$ cat src/rtl/truth_table_sweeper.sv
// truth_table_sweeper
// Drives all eight input rows of a 3-input combinational gate network in
// ascending order {in1,in2,in3}. Each row is held for SETTLE_CYCLES cycles
// and then sampled in a single SAMPLE cycle. The samples are shifted into an
// 8-bit signature so that row 0 lands in bit 7. At the end of the sweep the
// signature is compared with EXPECTED.
//
// Optional feature macro: TT_SWEEP_STABILITY_EN
//   defined   : dut_out is also captured on the last SETTLE cycle of each row.
//               Any difference from the SAMPLE value sets unstable, which
//               stays set until the next start and forces pass low.
//   undefined : one sample per row; unstable is tied low.
//
// Handshake: start is a level that is sampled only in IDLE, and only when
// abort is low at the same edge. There is no ready/acknowledge signal:
// busy=1 means any start is ignored. done is a one-cycle pulse, and
// signature/pass stay valid after it until the next accepted start.
module truth_table_sweeper #(
  parameter int          SETTLE_CYCLES = 4,
  parameter logic [7:0]  EXPECTED      = 8'h1E
) (
  input  logic       clk,
  input  logic       rst_n,
  input  logic       start,
  input  logic       abort,
  input  logic       dut_out,
  output logic       dut_in1,
  output logic       dut_in2,
  output logic       dut_in3,
  output logic       busy,
  output logic       done,
  output logic [7:0] signature,
  output logic       pass,
  output logic       unstable,
  output logic [1:0] state_dbg
);

  typedef enum logic [1:0] {
    IDLE   = 2'd0,
    SETTLE = 2'd1,
    SAMPLE = 2'd2,
    DONE   = 2'd3
  } state_t;

  state_t     state;
  logic [2:0] row;
  logic [7:0] cnt;
  logic [7:0] sig_nxt;
  logic       last_settle;
  logic       unstable_nxt;

  // The signature value as it will be after this row's SAMPLE shift. It is
  // used so that pass can be decided on the same edge that captures row 7.
  assign sig_nxt     = {signature[6:0], dut_out};
  assign last_settle = (state == SETTLE) && (cnt == 8'(SETTLE_CYCLES - 1));
  assign state_dbg   = state;

`ifdef TT_SWEEP_STABILITY_EN
  logic settle_val;
  logic unstable_q;

  assign unstable_nxt = unstable_q | ((state == SAMPLE) && (dut_out != settle_val));
  assign unstable     = unstable_q;

  // Capture the late-settle value and accumulate instability across a sweep.
  always_ff @(posedge clk or negedge rst_n) begin
    if (!rst_n) begin
      settle_val <= 1'b0;
      unstable_q <= 1'b0;
    end else begin
      if (last_settle) settle_val <= dut_out;
      if (state == IDLE && start && !abort) unstable_q <= 1'b0;
      else if (state == SAMPLE)             unstable_q <= unstable_nxt;
    end
  end
`else
  assign unstable_nxt = 1'b0;
  assign unstable     = 1'b0;
`endif

  // Sweep sequencer: the row/settle counters and all registered outputs.
  always_ff @(posedge clk or negedge rst_n) begin
    if (!rst_n) begin
      state     <= IDLE;
      row       <= 3'd0;
      cnt       <= 8'd0;
      busy      <= 1'b0;
      done      <= 1'b0;
      pass      <= 1'b0;
      signature <= 8'h00;
      dut_in1   <= 1'b0;
      dut_in2   <= 1'b0;
      dut_in3   <= 1'b0;
    end else begin
      done <= 1'b0;
      case (state)
        IDLE: begin
          if (start && !abort) begin
            state     <= SETTLE;
            row       <= 3'd0;
            cnt       <= 8'd0;
            signature <= 8'h00;
            pass      <= 1'b0;
            busy      <= 1'b1;
            {dut_in1, dut_in2, dut_in3} <= 3'd0;
          end
        end
        SETTLE: begin
          if (abort) begin
            state <= IDLE;
            busy  <= 1'b0;
            pass  <= 1'b0;
            cnt   <= 8'd0;
            {dut_in1, dut_in2, dut_in3} <= 3'd0;
          end else if (last_settle) begin
            state <= SAMPLE;
            cnt   <= 8'd0;
          end else begin
            cnt <= cnt + 8'd1;
          end
        end
        SAMPLE: begin
          if (abort) begin
            // The partial signature is kept for debug; only the drives clear.
            state <= IDLE;
            busy  <= 1'b0;
            pass  <= 1'b0;
            cnt   <= 8'd0;
            {dut_in1, dut_in2, dut_in3} <= 3'd0;
          end else begin
            signature <= sig_nxt;
            if (row != 3'd7) begin
              row   <= row + 3'd1;
              state <= SETTLE;
              {dut_in1, dut_in2, dut_in3} <= row + 3'd1;
            end else begin
              state <= DONE;
              done  <= 1'b1;
              pass  <= (sig_nxt == EXPECTED) && !unstable_nxt;
            end
          end
        end
        DONE: begin
          state <= IDLE;
          busy  <= 1'b0;
        end
        default: begin
          state <= IDLE;
          busy  <= 1'b0;
        end
      endcase
    end
  end

endmodule

$ cat config.mk
export PLATFORM = sky130hd
export DESIGN_NAME = truth_table_sweeper
export DESIGN_NICKNAME = d
export VERILOG_FILES = /design/src/rtl/truth_table_sweeper.sv
export SDC_FILE = /design/constraint.sdc
export NUM_CORES = 1
export LEC_CHECK = 0
export CAP_MARGIN = 20
export CORE_MARGIN = 2
export CORE_UTILIZATION = 53
export CTS_CLUSTER_DIAMETER = 120
export DETAILED_ROUTE_END_ITERATION = 16
export PLACE_DENSITY = 0.86
export SYNTH_ARGS = -nofsm -noshare
export SYNTH_HDL_FRONTEND = slang
export SYNTH_SLANG_ARGS = --single-unit
$ cat constraint.sdc
create_clock -name clk -period 1.8 [get_ports clk]
set_input_delay 0.36 -clock clk [delete_from_list [all_inputs] [get_ports clk]]
set_output_delay 0.36 -clock clk [all_outputs]
set_load 0.005 [all_outputs]
==> results.py <==
metrics = {
    "power_and_ir_drop": {
        "clkPwrFrac": 0.144,
        "p_sw_frac": 0.371,
        "ir_drop_uv": 779,
        "p_leak_uw": 0.000781,
        "combPwrFrac": 0.467,
        "netSwitchingPower_uw": 696,
        "internal_power_uw": 1180,
        "p_seq_frac": 0.389,
        "totalPowerFinal_uw": 1870,
        "power.density_nw_per_um2": 1040,
    },
    "detailed_routing": {
        "wl_per_cell_microns": 14.8,
        "via_per_inst": 5.76,
        "drc": 0,
        "num_vias": 1244,
        "wl_microns": 3200,
        "ant_nets": 0,
        "drt-initial-drc-count": 21,
        "drt_pass1_iterations": 4,
    },
    "worst_setup_path": {
        "setup.worst_path.class": "reg2out",
        "cp.arrival_ns": 1.37,
        "crit_chain": "buf_4 > clkdlybuf4s50_1",
        "max_stage_delay_ns": 0.50,
        "setup.worst_path.start_class": "register",
        "required_ns": 1.44,
        "cp-end-kind": "output pin",
        "cpMaxStageDelayCell": "clkdlybuf4s50_1",
        "cp_max_fo": 4,
        "path_buf_inv": 2,
        "critical-path-top-delay-family": "buffers and inverters",
    },
    "sta": {
        "maxSlewViolCount": 0,
        "worst_clock_skew_ns": 0.00771,
        "worst_slack_ns": 0.0677,
        "hold_viol_final": 0,
        "fin_crit_sh": 0.962,
        "layout_min_cycle_time_ns": 1.73,
        "tns_ns": 0,
        "max_freq_ghz": 0.577,
        "setup_violations": 0,
        "hold_ws_ns": 0.369,
    },
    "global_route": {
        "grt_max_degree": 28,
        "grt_util_met2": 0.368,
        "grt_pass1_wl_microns": 5450,
        "grt_use_total": 0.219,
        "met1_usage": 0.276,
        "grt_remaining_overflow": 0,
        "first_global_vias": 1209,
        "top_usage_layer": "met2",
        "grt.met3_usage": 0.0599,
        "antenna_found_initial": 0,
    },
    "logic_synthesis": {
        "yosys.area_share.simple": 0.204,
        "synth_edf_count": 0,
        "syn_avg_cell_area_sq_um": 9.48,
        "syn_area_sq_um": 1450,
        "synthAdderAreaFrac": 0.0604,
        "ys_seq_elements": 27,
        "synthFlopType": "dfrtp_1",
        "synth.net_count": 165,
        "async_reset_ff_frac": 1.00,
        "synth_top_family_by_area": "simple AND/OR/NAND/NOR gates",
        "yosysWarnings": 0,
        "synthCells": 153,
        "yosysTopAreaCell": "dfrtp_1",
        "yosysUniqueCellTypes": 37,
        "synth-seq-area-share": 0.466,
        "synth_xor_area_frac": 0,
        "synth_mux_area_frac": 0.0293,
        "synth.area.top_cells": "dfrtp_1 (47%), nand2_1 (8.0%), o21ai_0 (7.6%)",
        "yosys.area.top_type_share": 0.466,
        "synth_compound_area_frac": 0.192,
    },
    "cts": {
        "clkTransAtPathRegs_ns": 0.15,
        "cts_root_buf": "clkbuf_4",
        "clock_path_buffers": 2,
        "cts_tree": "built",
        "holdBufCountCts": 0,
        "cts.sinks": 27,
        "cts_made_buffers": 3,
        "h-tree-depth": 1,
        "insertion_delay_ns": 0.34,
    },
    "cells_and_area": {
        "stdcell_count": 216,
        "diodes": 0,
        "drive_gt1_frac": 0.188,
        "n_fill_cell": 185,
        "register_area_sq_um": 676,
        "nets": 199,
        "layout_commonest_cell": "nand2_1",
        "final_cell_mix": "nand2_1 (31), dfrtp_1 (27), o21ai_0 (20), clkdlybuf4s50_1 (20), buf_4 (14)",
        "multi_input_area_sq_um": 718,
        "area_delta_synth_final_pct": 24.5,
    },
    "floorplanning": {
        "die_w_microns": 56.3,
        "pin_count": 22,
        "coreArea_sq_um": 2540,
        "num_rows": 18,
        "die_y_microns": 56.3,
        "die_area_sq_um": 3170,
        "start_util": 0.570,
    },
    "placement": {
        "dp_hpwl_microns": 2300,
        "pre_cts_ws_ns": -0.165,
        "place_inst": 211,
        "portBuffers": 20,
        "gp_congestion": 0.851,
    },
    "run_status": {
        "outcome": "completed",
    },
    "worst_hold_path": {
        "min-delay-path-class": "in2async",
    },
    "flow_run": {
        "maxCapViolations": 0,
    },
}
==> sequential cells by signal, indices dropped and copies added, names as in the netlist, 2 cells and up <==
register and cells:
signature 8, cnt 8, row 3, state_dbg 2
==> path summary, 6_finish.rpt <==
check | start | end | slack [ns] | cells after the start
worst max-delay path | state_dbg[0]$_DFFE_PN0P_ | state_dbg[0] | 0.07 | 2
worst min-delay path | rst_n | cnt[7]$_DFFE_PN0P_ | 0.37 | 2
max in group asynchronous | rst_n | row[1]$_DFFE_PN0P_ | 1.17 | 2
worst min register to register | signature[7]$_DFFE_PN0P_ | signature[7]$_DFFE_PN0P_ | 0.51 | 2
min in group clk | signature[7]$_DFFE_PN0P_ | signature[7]$_DFFE_PN0P_ | 0.51 | 2
worst max register to register | cnt[0]$_DFFE_PN0P_ | cnt[7]$_DFFE_PN0P_ | 0.09 | 5
==> layout make-up <==
class,count,share of cell area
clock inverter,1,0.00277
clock buffer,3,0.0125
sequential,27,0.374
inverter,8,0.0166
tap,30,0.0208
multi-input combinational,112,0.398
timing repair buffer,35,0.175
==> through the flow <==
stage	area (sq um)	util
floorplan	1450	-
global placement	1760	0.690
detailed placement	1760	0.690
CTS	1780	0.701
global route	1810	0.709
finish	1810	0.709
==> Yosys cell counts (2+ instances only) <==
cell,n
nor3_1,2
mux2i_1,2
o21ai_0,22
buf_4,2
nand2_1,31
dfrtp_1,27
inv_1,8
mux2_2,2
nor2_1,4
o22ai_1,2
nand2b_4,2
nand3_1,3
nand2b_1,4
a22o_1,4
nor2b_1,2
ha_1,7
a21oi_1,7
clkbuf_1,3
==> power by group through the flow <==
stage	sequential (uW)	clock, uW	combinational, uW
after floorplan	739	0	492
after global placement	734	0	775
after detailed placement	743	0	815
after CTS	732	278	818
after global routing	738	309	966
final	729	269	876
==> kinds of logic (layout without fill, tap and decap cells) <==
logic type,after synthesis,count (layout)
other,1,1
DFF,27,27
adders and majority gates,7,7
AOI/OAI and AO/OA,44,44
muxes,4,4
buffers and inverters,14,47
and+or+nand+nor,56,56
==> layer usage <==
metal	share of wire	up-vias
met1	0.43	606
li1	-	596
met4	0.014	0
met2	0.51	35
met3	0.046	7
met5	0	-
==> what timing repair did <==
item                       4_1_cts  5_1_grt
setup buffers                    0        1
resized for setup                0        8
setup endpoints to repair        0       16
No activity file was read; power rests on OpenSTA's default activity.
